===== src/rtl/nibble_serial_cmp_pkg.sv =====
// Shared types and constants for the nibble-serial magnitude comparator.
package nsc_pkg;

    localparam int unsigned NIB_W = 4;
    localparam int unsigned CNT_W = 16;

    typedef enum logic [1:0] {
        NSC_IDLE = 2'd0,
        NSC_RUN  = 2'd1,
        NSC_DONE = 2'd2
    } nsc_state_t;

endpackage


===== src/rtl/nibble_serial_cmp_if.sv =====
// Operand/result valid-ready bus between reservoir state registers and readout logic.
interface nibble_serial_cmp_if #(
    parameter int unsigned WIDTH = 16
);

    logic             in_valid;
    logic             in_ready;
    logic [WIDTH-1:0] in_a;
    logic [WIDTH-1:0] in_b;
    logic             out_valid;
    logic             out_ready;
    logic             out_lt;
    logic             out_gt;
    logic             out_eq;

    modport master (
        output in_valid, in_a, in_b, out_ready,
        input  in_ready, out_valid, out_lt, out_gt, out_eq
    );

    modport slave (
        input  in_valid, in_a, in_b, out_ready,
        output in_ready, out_valid, out_lt, out_gt, out_eq
    );

endinterface


===== src/rtl/nibble_serial_cmp_comp_4bit.sv =====
// 4-bit cascadable magnitude comparator; a nibble difference overrides the lower-order cascade.
module comp_4bit
    import nsc_pkg::*;
(
    input  logic [NIB_W-1:0] i_a,
    input  logic [NIB_W-1:0] i_b,
    input  logic             i_lt,
    input  logic             i_gt,
    input  logic             i_eq,
    output logic             o_lt2,
    output logic             o_gt2,
    output logic             o_eq2
);

    always_comb begin
        o_lt2 = i_lt;
        o_gt2 = i_gt;
        o_eq2 = i_eq;
        if (i_a > i_b) begin
            o_lt2 = 1'b0;
            o_gt2 = 1'b1;
            o_eq2 = 1'b0;
        end else if (i_a < i_b) begin
            o_lt2 = 1'b1;
            o_gt2 = 1'b0;
            o_eq2 = 1'b0;
        end
    end

endmodule


===== src/rtl/nibble_serial_cmp.sv =====
// Sequential WIDTH-bit unsigned comparator, one nibble per cycle, LSB nibble first.
// Optional delivered-gt statistics counter enabled by defining NSC_STATS_EN.
module nibble_serial_cmp
    import nsc_pkg::*;
#(
    parameter int unsigned WIDTH = 16
) (
    input  logic               clk,
    input  logic               rst,
    nibble_serial_cmp_if.slave bus
`ifdef NSC_STATS_EN
    ,
    output logic [CNT_W-1:0]   cnt_gt,
    input  logic               cnt_clr
`endif
);

    localparam int unsigned NIB       = WIDTH / NIB_W;
    localparam int unsigned NIB_CNT_W = $clog2(NIB);
    localparam logic [NIB_CNT_W-1:0] NIB_LAST = NIB_CNT_W'(NIB - 1);

    nsc_state_t           r_state;
    logic [WIDTH-1:0]     r_sh_a;
    logic [WIDTH-1:0]     r_sh_b;
    logic [NIB_CNT_W-1:0] r_nib_cnt;
    logic                 r_lt;
    logic                 r_gt;
    logic                 r_eq;
    logic                 r_in_ready;
    logic                 r_out_valid;
    logic                 r_out_lt;
    logic                 r_out_gt;
    logic                 r_out_eq;

    logic                 w_lt2;
    logic                 w_gt2;
    logic                 w_eq2;

    comp_4bit u_comp (
        .i_a   (r_sh_a[NIB_W-1:0]),
        .i_b   (r_sh_b[NIB_W-1:0]),
        .i_lt  (r_lt),
        .i_gt  (r_gt),
        .i_eq  (r_eq),
        .o_lt2 (w_lt2),
        .o_gt2 (w_gt2),
        .o_eq2 (w_eq2)
    );

    // Control FSM; the cascade flags from the last nibble are copied into the output registers.
    always_ff @(posedge clk or posedge rst) begin
        if (rst) begin
            r_state     <= NSC_IDLE;
            r_sh_a      <= '0;
            r_sh_b      <= '0;
            r_nib_cnt   <= '0;
            r_lt        <= 1'b0;
            r_gt        <= 1'b0;
            r_eq        <= 1'b0;
            r_in_ready  <= 1'b0;
            r_out_valid <= 1'b0;
            r_out_lt    <= 1'b0;
            r_out_gt    <= 1'b0;
            r_out_eq    <= 1'b0;
        end else begin
            case (r_state)
                NSC_IDLE: begin
                    r_in_ready <= 1'b1;
                    if (r_in_ready && bus.in_valid) begin
                        r_sh_a     <= bus.in_a;
                        r_sh_b     <= bus.in_b;
                        r_lt       <= 1'b0;
                        r_gt       <= 1'b0;
                        r_eq       <= 1'b1;
                        r_nib_cnt  <= '0;
                        r_in_ready <= 1'b0;
                        r_state    <= NSC_RUN;
                    end
                end
                NSC_RUN: begin
                    r_lt      <= w_lt2;
                    r_gt      <= w_gt2;
                    r_eq      <= w_eq2;
                    r_sh_a    <= r_sh_a >> NIB_W;
                    r_sh_b    <= r_sh_b >> NIB_W;
                    r_nib_cnt <= r_nib_cnt + NIB_CNT_W'(1);
                    if (r_nib_cnt == NIB_LAST) begin
                        r_out_lt    <= w_lt2;
                        r_out_gt    <= w_gt2;
                        r_out_eq    <= w_eq2;
                        r_out_valid <= 1'b1;
                        r_state     <= NSC_DONE;
                    end
                end
                NSC_DONE: begin
                    if (bus.out_ready) begin
                        r_out_valid <= 1'b0;
                        r_out_lt    <= 1'b0;
                        r_out_gt    <= 1'b0;
                        r_out_eq    <= 1'b0;
                        r_in_ready  <= 1'b1;
                        r_state     <= NSC_IDLE;
                    end
                end
                default: begin
                    r_in_ready <= 1'b0;
                    r_state    <= NSC_IDLE;
                end
            endcase
        end
    end

    assign bus.in_ready  = r_in_ready;
    assign bus.out_valid = r_out_valid;
    assign bus.out_lt    = r_out_lt;
    assign bus.out_gt    = r_out_gt;
    assign bus.out_eq    = r_out_eq;

`ifdef NSC_STATS_EN
    logic [CNT_W-1:0] r_cnt_gt;
    logic             w_gt_handoff;

    assign w_gt_handoff = r_out_valid & bus.out_ready & r_out_gt;

    // Saturating count of delivered gt results; clear wins over a same-cycle increment.
    always_ff @(posedge clk or posedge rst) begin
        if (rst) begin
            r_cnt_gt <= '0;
        end else if (cnt_clr) begin
            r_cnt_gt <= '0;
        end else if (w_gt_handoff && (r_cnt_gt != {CNT_W{1'b1}})) begin
            r_cnt_gt <= r_cnt_gt + CNT_W'(1);
        end
    end

    assign cnt_gt = r_cnt_gt;
`endif

endmodule

===== src/flat_wrapper.sv =====
// flat-port wrapper written by rule: the top's interface ports become plain ports
module nibble_serial_cmp_flat import nsc_pkg::*;
#(
    parameter int unsigned WIDTH = 16
)
  (clk, rst, bus_in_valid, bus_in_a, bus_in_b, bus_out_ready, bus_in_ready, bus_out_valid, bus_out_lt, bus_out_gt, bus_out_eq);
  nibble_serial_cmp_if #(.WIDTH(WIDTH)) bus_i ();
  input  logic clk;
  input  logic rst;
  input wire logic [$bits(bus_i.in_valid)-1:0] bus_in_valid;
  input wire logic [$bits(bus_i.in_a)-1:0] bus_in_a;
  input wire logic [$bits(bus_i.in_b)-1:0] bus_in_b;
  input wire logic [$bits(bus_i.out_ready)-1:0] bus_out_ready;
  output wire logic [$bits(bus_i.in_ready)-1:0] bus_in_ready;
  output wire logic [$bits(bus_i.out_valid)-1:0] bus_out_valid;
  output wire logic [$bits(bus_i.out_lt)-1:0] bus_out_lt;
  output wire logic [$bits(bus_i.out_gt)-1:0] bus_out_gt;
  output wire logic [$bits(bus_i.out_eq)-1:0] bus_out_eq;
  assign bus_i.in_valid = bus_in_valid;
  assign bus_i.in_a = bus_in_a;
  assign bus_i.in_b = bus_in_b;
  assign bus_i.out_ready = bus_out_ready;
  assign bus_in_ready = bus_i.in_ready;
  assign bus_out_valid = bus_i.out_valid;
  assign bus_out_lt = bus_i.out_lt;
  assign bus_out_gt = bus_i.out_gt;
  assign bus_out_eq = bus_i.out_eq;
  nibble_serial_cmp #(.WIDTH(WIDTH)) u_core (.clk(clk), .rst(rst), .bus(bus_i));
endmodule

===== config.mk =====
export PLATFORM = sky130hd
export DESIGN_NAME = nibble_serial_cmp_flat
export DESIGN_NICKNAME = d
export VERILOG_FILES = /design/src/rtl/nibble_serial_cmp_pkg.sv /design/src/rtl/nibble_serial_cmp_if.sv /design/src/rtl/nibble_serial_cmp_comp_4bit.sv /design/src/rtl/nibble_serial_cmp.sv /design/src/flat_wrapper.sv
export SDC_FILE = /design/constraint.sdc
export NUM_CORES = 1
export LEC_CHECK = 0
export ABC_AREA = 1
export BUFFER_PORTS_ARGS = -buffer_cell sky130_fd_sc_hd__buf_2
export CORE_MARGIN = 2
export CORE_UTILIZATION = 35
export CTS_CLUSTER_SIZE = 25
export DETAILED_ROUTE_END_ITERATION = 8
export SLEW_MARGIN = 30
export SYNTH_ARGS = -nofsm -noshare
export SYNTH_HDL_FRONTEND = slang
export SYNTH_SLANG_ARGS = --single-unit
export TNS_END_PERCENT = 1

===== constraint.sdc =====
create_clock -name clk -period 2.7 [get_ports clk]
set_input_delay 0.54 -clock clk [delete_from_list [all_inputs] [get_ports clk]]
set_output_delay 0.54 -clock clk [all_outputs]
set_load 0.01 [all_outputs]

==> flow_summary_export.csv, run 1 <==
group,metric,value,unit
clocking,clk_pin_slew,0.08,ns
clocking,clock-root-buffer,"sky130_fd_sc_hd__clkbuf_8",
synthesis,synth.mux.area_fraction,0,%
run_status,run_status,"completed",
floorplan,die_height,80.9,µm
worst_setup_path,worst_r2r_setup_slack,0.84,ns
global_route,wire_length_of_the_first_global_routing_pass,7340,µm
synthesis,synth_edf_count,0,
place,gpl.final_weighted_congestion,0.735,
synthesis,yosysUniqueCellTypes,19,
floorplan,design.die.area,6540,µm²
power_and_ir_drop,power.density,1210,nW/µm²
synthesis,synth_compound_area_share,16.1,%
route,antenna_violating_nets_post_route,0,
worst_setup_path,cp.required,2.86,ns
cells_and_area,layout-drive-gt1-share,19.4,%
floorplan,die_w,80.9,µm
cells_and_area,layout.cells.most_common_list,"sky130_fd_sc_hd__nand2_1, sky130_fd_sc_hd__dfrtp_1, sky130_fd_sc_hd__buf_2",
sta,setup_viol,0,
global_route,grt_antenna_before_repair,0,
sta,post-route-min-period,1.86,ns
place,port_buffers,40,
sta,layout_worst_path_cycle_share,68.9,%
worst_setup_path,end_kind,"flip-flop",
sta,fmax,537,MHz
job,cap_viol_max_count,0,
clocking,clockBufferDepth,2,
synthesis,async_reset_ff_share,100,%
clocking,post_cts_buffers,0,
global_route,grt.total_usage,14.5,%
route,drtIter0Drc,93,
worst_setup_path,largest_fanout_on_the_critical_path,25,
cells_and_area,layout.cells.most_common,"sky130_fd_sc_hd__nand2_1",
sta,timing.slew.headroom,59.8,%
sta,fin_worst_skew,0.00391,ns
clocking,cts_htree_levels,2,
place,placement.setup.worst_slack,0.830,ns
worst_setup_path,crit_path_start_kind,"flip-flop",
route,wirelength,4190,µm
synthesis,instance_count_of_the_mapped_netlist,240,
route,first_pass_iters,4,
synthesis,synth-simple-area-share,18.0,%
power_and_ir_drop,p_leak,1.19,nW
cells_and_area,syn_to_final_growth,14.9,%
route,viasPerCell,4.57,
global_route,globalRoute.totalOverflow,0,
place,dpl.hpwl,3020,µm
global_route,number_of_global_route_vias_before_repair,1564,
clocking,cts_tree,"done",
synthesis,synth-seq-cells,44,
floorplan,floorplan.initialDensity,36.9,%
worst_hold_path,holdCritPathClass,"in2async",
power_and_ir_drop,ir_worst_vdd,534,µV
cells_and_area,fin_nets,321,
synthesis,post_synth_xor_area_fraction,0,%
synthesis,dominant_combinational_cell_family_by_area_after_synthesis,"simple AND/OR/NAND/NOR gates",
clocking,cts_hold_repair.buffers,0,
sta,layout_setup_ws,0.839,ns
sta,setup-tns-final,0,ns
route,detailroute.via_count,1600,
route,route.detailed.wl_per_inst,12.0,µm
worst_setup_path,critPathKind,"reg2reg",
synthesis,syn-mean-instance-area,8.61,µm²
sta,pins_over_their_slew_limit,0,
synthesis,syn-cell-area,2070,µm²
sta,timing_worst_slew_pin_value,0.599,ns
sta,hold_violation_total_from_the_final_report,0,
clocking,clock_latency,0.28,ns
clocking,cts_num_sinks,44,
sta,grt_setup_unrepaired,"no",
global_route,grt_start_max_net_pins,53,
clocking,numCtsBuffers,5,
clocking,post_cts_resize_count,0,
floorplan,core.rowCount,27,
synthesis,synth_fp_nets,281,
synthesis,synth-seq-area-share,53.3,%
route,detail_route.drc_violations,0,
cells_and_area,insertedDiodeCount,0,
worst_setup_path,worst_ep_arrival_time,2.02,ns
synthesis,synth-main-ff-cell,"sky130_fd_sc_hd__dfrtp_1",
floorplan,core_region,5610,µm²
floorplan,design.portCount,41,
synthesis,yosys.area_share.adder,3.03,%
synthesis,synthesis.yosys.warnings,0,
==> flip-flops by register name (all words and copies together) (netlist names), 2 cells and up <==
name              flops
u_core.r_sh_a        16
u_core.r_nib_cnt      2
u_core.r_sh_b        16
u_core.r_state        2
==> cell families (layout without fill, tap and decap cells) <==
| logic type | Yosys count | count (layout) |
|---|---|---|
| simple gates | 92 | 92 |
| compound gates | 57 | 57 |
| flops | 44 | 44 |
| buf+inv | 42 | 80 |
| fa+ha+maj | 5 | 5 |
==> power breakdown <==
group	internal [mW]	total, mW	switching (mW)
combinational	0.484	1.37	0.891
sequential	0.996	1.13	0.133
clock	0.167	0.368	0.201
total	1.65	2.87	1.23
==> through the flow <==
step	instance area (µm²)	power (mW)	hold slack, ns	cells	util [%]
after floorplan	2070	2.30	0.442	240	-
after CTS	2370	2.92	0.248	350	42.3
after global placement	2310	2.50	0.458	345	41.1
final	2370	2.87	0.235	350	42.3
after global routing	2370	3.21	0.263	350	42.3
after detailed placement	2310	2.54	0.463	345	41.1
==> final cells by class <==
type	count	area (µm²)
inverter	31	116
multi-input combinational	154	768
tap	72	90.1
timing repair buffer	44	230
sequential	44	1100
clock buffer	5	68.8
fill	594	3230
==> per-layer routing <==
| layer | part of all wire [%] | track usage [%] |
|---|---|---|
| met4 | 1.3 | 4.07 |
| met2 | 45 | 21.9 |
| met3 | 3.3 | 3.22 |
| met1 | 51 | 21.0 |
| met5 | 0 | 0 |
==> cell usage after synthesis, types with 3 or more instances <==
cell type,number,area [µm²]
sky130_fd_sc_hd__o21ai_1,13,65.1
sky130_fd_sc_hd__o211ai_1,14,105
sky130_fd_sc_hd__buf_2,5,25.0
sky130_fd_sc_hd__buf_4,3,22.5
sky130_fd_sc_hd__a21oi_1,4,20.0
sky130_fd_sc_hd__dfrtp_1,44,1100
sky130_fd_sc_hd__inv_2,3,11.3
sky130_fd_sc_hd__buf_6,3,33.8
sky130_fd_sc_hd__nand3_1,11,55.1
sky130_fd_sc_hd__a31oi_1,7,43.8
sky130_fd_sc_hd__nand2_1,67,251
sky130_fd_sc_hd__inv_1,28,105
sky130_fd_sc_hd__o21ai_0,18,90.1
sky130_fd_sc_hd__ha_1,5,62.6
sky130_fd_sc_hd__nor2_1,11,41.3
==> critical path, cell delays in order (launching register included) <==
cell and delay (ns):
sky130_fd_sc_hd__dfrtp_1 0.42, sky130_fd_sc_hd__inv_2 0.08, sky130_fd_sc_hd__nand2_1 0.24, sky130_fd_sc_hd__inv_2 0.40, sky130_fd_sc_hd__buf_4 0.31, sky130_fd_sc_hd__nand2_1 0.09
sky130_fd_sc_hd__o211ai_1 0.10, sky130_fd_sc_hd__o21ai_1 0.09
==> worst paths after layout <==
check | start | end | cells after the start
worst min-delay path | rst | u_core.r_sh_b[10] | 2
worst max register to register | u_core.r_state[1] | u_core.r_sh_b[10] | 7
worst max-delay path | u_core.r_state[1] | u_core.r_sh_b[10] | 7
worst min register to register | u_core.bus.out_valid | u_core.bus.out_valid | 2
min in group clk | u_core.bus.out_valid | u_core.bus.out_valid | 2
max in group asynchronous | rst | u_core.r_sh_b[4] | 3
Note: power is estimated with default switching activity, not from simulation.
==> inputs of run 2 (changes only) <==
==> constraint.sdc (replaced) <==
create_clock -name clk -period 1.9 [get_ports clk]
set_input_delay 0.38 -clock clk [delete_from_list [all_inputs] [get_ports clk]]
set_output_delay 0.38 -clock clk [all_outputs]
set_load 0.01 [all_outputs]
==> flow_summary_export.csv, run 2 (synthesized netlist as in run 1, its figures left out) <==
group,metric,value,unit
run_status,run_status,"completed",
clocking,cts_num_sinks,44,
sta,pins_over_their_slew_limit,0,
route,antenna_violating_nets_post_route,0,
cells_and_area,layout.cells.most_common_list,"sky130_fd_sc_hd__nand2_1, sky130_fd_sc_hd__dfrtp_1, sky130_fd_sc_hd__buf_2",
power_and_ir_drop,ir_worst_vdd,854,µV
floorplan,die_height,80.9,µm
worst_setup_path,slowest_stage,"sky130_fd_sc_hd__dfrtp_1",
power_and_ir_drop,power_switching,1.81,mW
clocking,post_cts_resize_count,0,
sta,layout_worst_path_cycle_share,75.2,%
route,detail_route.drc_violations,0,
power_and_ir_drop,power.share.clock,14.1,%
sta,fin_worst_skew,0.00471,ns
power_and_ir_drop,p_leak,1.22,nW
global_route,grt.total_usage,15.6,%
power_and_ir_drop,sequentialPowerShare,37.3,%
place,dpl.hpwl,3090,µm
power_and_ir_drop,p_sw_share,41.9,%
global_route,globalRoute.totalOverflow,0,
global_route,top_usage_layer,"met2",
floorplan,design.die.area,6540,µm²
cells_and_area,layout-drive-gt1-share,19.9,%
power_and_ir_drop,power.density,1770,nW/µm²
sta,setup_viol,0,
global_route,wire_length_of_the_first_global_routing_pass,7740,µm
power_and_ir_drop,power.internal,2.51,mW
clocking,post_cts_buffers,0,
sta,timing.slew.headroom,51.9,%
route,first_pass_iters,4,
floorplan,die_w,80.9,µm
clocking,clock-root-buffer,"sky130_fd_sc_hd__clkbuf_8",
cells_and_area,reg_top3,"u_core.r_sh_a x16, u_core.r_sh_b x16",
worst_setup_path,critPathKind,"reg2reg",
worst_setup_path,longest_individual_stage_delay_on_the_worst_path,0.42,ns
global_route,global_route.usage.met2,24.0,%
clocking,clockBufferDepth,2,
global_route,number_of_global_route_vias_before_repair,1644,
sta,timing_worst_slew_pin_value,0.716,ns
global_route,grt_start_max_net_pins,53,
cells_and_area,insertedDiodeCount,0,
cells_and_area,syn_to_final_growth,18.1,%
power_and_ir_drop,power,4.32,mW
worst_hold_path,holdCritPathClass,"in2async",
floorplan,design.portCount,41,
worst_setup_path,crit_path_start_kind,"flip-flop",
floorplan,floorplan.initialDensity,36.9,%
job,cap_viol_max_count,0,
clocking,cts_htree_levels,2,
floorplan,core.rowCount,27,
cells_and_area,final_cell_area,2440,µm²
route,wirelength,4360,µm
clocking,numCtsBuffers,5,
route,drtIter0Drc,145,
sta,post-route-min-period,1.43,ns
place,gpl.final_weighted_congestion,0.728,
worst_setup_path,cp.required,2.08,ns
cells_and_area,layout.cells.most_common,"sky130_fd_sc_hd__nand2_1",
route,detailroute.via_count,1636,
power_and_ir_drop,comb_power_share,48.7,%
sta,hold_violation_total_from_the_final_report,0,
worst_setup_path,worst_ep_arrival_time,1.61,ns
global_route,grt_antenna_before_repair,0,
place,port_buffers,40,
route,route.detailed.wl_per_inst,12.3,µm
sta,fmax,700,MHz
cells_and_area,fin_nets,322,
worst_setup_path,end_kind,"flip-flop",
route,viasPerCell,4.62,
global_route,grtUsageMet3,4.22,%
cells_and_area,layout.core_utilization,43.5,%
worst_setup_path,critical_path.cell_chain,"inv_2 -> nand2_1 -> inv_2 -> buf_12 -> nand2_1 -> o211ai_1 -> o21ai_0",
clocking,clock_latency,0.29,ns
clocking,cts_hold_repair.buffers,0,
floorplan,core_region,5610,µm²
worst_setup_path,largest_fanout_on_the_critical_path,28,
sta,setup-tns-final,0,ns
global_route,global_route.usage.met1,21.3,%
clocking,cts_tree,"done",
clocking,clk_pin_slew,0.08,ns
place,placed_cell_area,2350,µm²
sta,grt_setup_unrepaired,"no",
==> run 2: cell types whose count changed in the layout (fill, tap and decap cells not counted) <==
cell / before / now
sky130_fd_sc_hd__buf_4: 4 / 2
sky130_fd_sc_hd__buf_12: 0 / 3
sky130_fd_sc_hd__clkbuf_1: 0 / 2
sky130_fd_sc_hd__clkbuf_8: 5 / 6
==> run 2: metal layers <==
metal	routed length (µm)	part of all wire (%)
met5	0	0
met4	34	0.78
met3	172	3.9
met2	2000	46
met1	2160	50
==> run 2: layout make-up <==
cell class,instances,area [µm²]
inverter,31,116
fill,594,3170
timing repair buffer,45,275
clock buffer,8,90.1
sequential,44,1100
tap,72,90.1
multi-input combinational,154,768
==> run 2: worst paths after layout <==
| check | endpoint | cells after the start | from | slack [ns] |
|---|---|---|---|---|
| hold reg to reg | u_core.bus.out_valid | 2 | u_core.bus.out_valid | 0.47 |
| setup / recovery | u_core.r_sh_b[1] | 7 | u_core.r_state[1] | 0.47 |
| max in group asynchronous | u_core.r_state[1] | 3 | rst | 1.28 |
| hold / removal | u_core.r_eq | 2 | rst | 0.10 |
| min in group clk | u_core.r_sh_a[1] | 3 | bus_in_a[1] | 0.33 |
| setup reg to reg | u_core.r_sh_b[1] | 7 | u_core.r_state[1] | 0.47 |
==> run 2: power by group through the flow <==
stage | clock (mW) | sequential (mW) | combinational, mW
2_1_floorplan | 0 | 1.61 | 1.67
3_3_place_gp | 0 | 1.61 | 2.08
3_5_place_dp | 0 | 1.63 | 2.12
4_1_cts | 0.622 | 1.61 | 2.13
5_1_grt | 0.674 | 1.66 | 2.48
6_report | 0.607 | 1.61 | 2.10
==> run 2: critical path: cells and delay by family (launching register included) <==
kind	cells	cell delay, ns
buffers and inverters	3	0.57
DFF	1	0.42
AOI/OAI and AO/OA	2	0.19
and+or+nand+nor	2	0.14
==> run 2: through the flow <==
stage,std cells,setup WS [ns],hold WS (ns)
3_5_place_dp,346,0.452,0.439
6_report,354,0.472,0.102
4_1_cts,354,0.444,0.113
3_3_place_gp,346,0.467,0.437
5_1_grt,354,0.273,0.134
2_1_floorplan,240,0.489,0.442
==> inputs of run 3 (changes only) <==
--- a/config.mk
+++ b/config.mk
@@ -5,7 +5,7 @@
 export SDC_FILE = /design/constraint.sdc
 export NUM_CORES = 1
 export LEC_CHECK = 0
-export ABC_AREA = 1
+export ABC_AREA = 0
 export BUFFER_PORTS_ARGS = -buffer_cell sky130_fd_sc_hd__buf_2
 export CORE_MARGIN = 2
 export CORE_UTILIZATION = 35
==> constraint.sdc (replaced) <==
create_clock -name clk -period 1.3 [get_ports clk]
set_input_delay 0.26 -clock clk [delete_from_list [all_inputs] [get_ports clk]]
set_output_delay 0.26 -clock clk [all_outputs]
set_load 0.01 [all_outputs]
==> flow_summary_export.csv, run 3 <==
group,metric,value,unit
route,drtIter0Drc,103,
place,gpl.final_weighted_congestion,0.753,
route,detailroute.via_count,1514,
cells_and_area,final_cells,314,
route,first_pass_iters,4,
route,detail_route.drc_violations,0,
clocking,numCtsBuffers,5,
synthesis,synth-seq-area-share,53.4,%
global_route,globalRoute.totalOverflow,0,
sta,fmax,713,MHz
floorplan,design.portCount,41,
clocking,clock-root-buffer,"sky130_fd_sc_hd__clkbuf_8",
clocking,clockBufferDepth,2,
synthesis,instance_count_of_the_mapped_netlist,191,
global_route,number_of_global_route_vias_before_repair,1564,
cells_and_area,nFillCells,568,
power_and_ir_drop,ir_worst_vdd,1040,µV
worst_setup_path,worst_ep_arrival_time,1.58,ns
floorplan,die_w,80.7,µm
synthesis,synth-simple-area-share,8.74,%
worst_setup_path,end_kind,"flip-flop",
clocking,cts_htree_levels,2,
sta,timing_worst_slew_pin_value,0.395,ns
place,dpl.hpwl,2890,µm
route,wirelength,4070,µm
synthesis,synthesis.yosys.warnings,0,
sta,pins_over_their_slew_limit,0,
synthesis,synth_compound_area_share,16.3,%
floorplan,die_height,80.7,µm
sta,post-route-min-period,1.40,ns
cells_and_area,layout.cells.most_common,"sky130_fd_sc_hd__dfrtp_1",
sta,setup_viol,13,
place,placement.setup.worst_slack,-0.105,ns
route,antenna_violating_nets_post_route,0,
floorplan,core.rowCount,27,
synthesis,synth.most_common_cell,"sky130_fd_sc_hd__dfrtp_1",
synthesis,synth-main-ff-cell,"sky130_fd_sc_hd__dfrtp_1",
synthesis,post-synth-top-area-cell,"sky130_fd_sc_hd__dfrtp_1",
floorplan,core_region,5610,µm²
cells_and_area,fin_nets,282,
worst_setup_path,largest_fanout_on_the_critical_path,5,
synthesis,synth_fp_nets,232,
synthesis,dominant_combinational_cell_family_by_area_after_synthesis,"compound AO/OA/AOI/OAI gates",
power_and_ir_drop,power,6.61,mW
synthesis,synth-seq-cells,44,
place,placed_cells,304,
clocking,cts_num_sinks,44,
power_and_ir_drop,p_leak,1.25,nW
synthesis,yosys.area_share.adder,3.04,%
run_status,run_status,"finished, violations left",
synthesis,yosysUniqueCellTypes,28,
synthesis,syn-cell-area,2060,µm²
sta,layout_worst_path_cycle_share,108,%
sta,layout_setup_ws,-0.102,ns
synthesis,post_synth_xor_area_fraction,0,%
synthesis,synth.cells.most_frequent,"sky130_fd_sc_hd__dfrtp_1, sky130_fd_sc_hd__nand2_1, sky130_fd_sc_hd__mux2i_1",
synthesis,synth.mux.area_fraction,11.7,%
synthesis,synth.area.top_cells,"sky130_fd_sc_hd__dfrtp_1, sky130_fd_sc_hd__mux2i_1, sky130_fd_sc_hd__nand2_1, sky130_fd_sc_hd__a22o_1, sky130_fd_sc_hd__o21ai_1",
sta,hold-worst-slack,0.171,ns
clocking,clk_pin_slew,0.08,ns
cells_and_area,reg_top3,"u_core.r_sh_a x16, u_core.r_sh_b x16",
cells_and_area,layout.core_utilization,45.9,%
worst_setup_path,crit_path_start_kind,"flip-flop",
cells_and_area,layout.cells.most_common_list,"sky130_fd_sc_hd__dfrtp_1, sky130_fd_sc_hd__buf_2, sky130_fd_sc_hd__nand2_1",
route,viasPerCell,4.82,
clocking,clock_latency,0.29,ns
worst_setup_path,cp.required,1.48,ns
global_route,grt_antenna_before_repair,0,
synthesis,synthDominantCellAreaShare,53.4,%
sta,timing.slew.headroom,73.6,%
synthesis,syn-mean-instance-area,10.8,µm²
floorplan,design.die.area,6520,µm²
run_status,failed_checks,"setup timing",
power_and_ir_drop,power.density,2570,nW/µm²
place,port_buffers,40,
sta,hold_violation_total_from_the_final_report,0,
job,cap_viol_max_count,0,
worst_setup_path,critPathKind,"reg2reg",
synthesis,async_reset_ff_share,100,%
cells_and_area,insertedDiodeCount,0,
cells_and_area,syn_to_final_growth,25.0,%
cells_and_area,layout-drive-gt1-share,30.2,%
floorplan,floorplan.initialDensity,36.7,%
global_route,grt_start_max_net_pins,41,
clocking,cts_tree,"done",
sta,grt_setup_unrepaired,"yes",
sta,fin_worst_skew,0.00982,ns
route,route.detailed.wl_per_inst,13.0,µm
global_route,wire_length_of_the_first_global_routing_pass,7200,µm
global_route,grt.total_usage,14.4,%
worst_hold_path,holdCritPathClass,"in2reg",
synthesis,synth_edf_count,0,
-- run 3: cell types whose count changed in the layout (fill, tap and decap cells not counted), sizes merged, moves of 8 or more --
cell	delta
buf	+8
o211ai	-14
inv	-20
mux2i	+24
nand3	-11
nand2	-36
a22o	+9
-- run 3: cells by family (layout without fill, tap and decap cells) --
family                     Yosys count  in the layout
and+or+nand+nor                     43             43
muxes                               24             24
buffers and inverters               21             72
AOI/OAI and AO/OA                   54             54
DFF                                 44             44
adders and majority gates            5              5
-- run 3: layer usage --
layer	part of all wire, %	global-route usage (%)
met1	48	18.9
met2	46	23.3
met3	3.3	2.78
met4	2.4	6.10
met5	0	0
-- run 3: cell type report --
cell class,count,area [µm²],share of cell area [%]
clock buffer,8,90.1,3.50
inverter,10,37.5,1.46
multi-input combinational,126,900,34.9
sequential,44,1100,42.7
tap,72,90.1,3.50
timing repair buffer,54,358,13.9
-- run 3: worst paths after layout --
| check | start | to | slack (ns) | depth (start not counted) |
|---|---|---|---|---|
| max | u_core.r_sh_a[3] | u_core.bus.out_lt | -0.10 | 5 |
| min | bus_out_ready | u_core.r_state[1] | 0.17 | 2 |
| max reg2reg | u_core.r_sh_a[3] | u_core.bus.out_lt | -0.10 | 5 |
| min reg2reg | u_core.r_sh_a[4] | u_core.r_sh_a[4] | 0.48 | 2 |
| max in group asynchronous | rst | u_core.bus.out_valid | 0.38 | 4 |
| min in group asynchronous | rst | u_core.r_sh_b[7] | 0.50 | 3 |
-- run 3: critical path: stages, from the launching register on --
cell and delay, ns:
sky130_fd_sc_hd__dfrtp_1 0.42, sky130_fd_sc_hd__ha_4 0.32, sky130_fd_sc_hd__nand2_4 0.06, sky130_fd_sc_hd__o21ai_4 0.19, sky130_fd_sc_hd__o21ai_1 0.09, sky130_fd_sc_hd__a32o_1 0.22
-- run 3: through the flow --
step | instance area [µm²] | TNS [ns]
after floorplan | 2100 | -0.0306
after detailed placement | 2430 | -0.277
after CTS | 2570 | -0.297
final | 2580 | -0.424
after global placement | 2430 | -0.219
after global routing | 2580 | -2.69
-- run 3: what timing repair did --
action,CTS,global route
resized for setup,7,3
setup endpoints to repair,8,39
hold endpoints to repair,13,0
buffers inserted,1,0
hold buffers,1,0
pin swaps,6,3
-- run 3: power by group --
part	switching, mW	internal [mW]
clock network	0.427	0.434
registers	0.355	1.99
logic	1.78	1.63
total	2.56	4.05
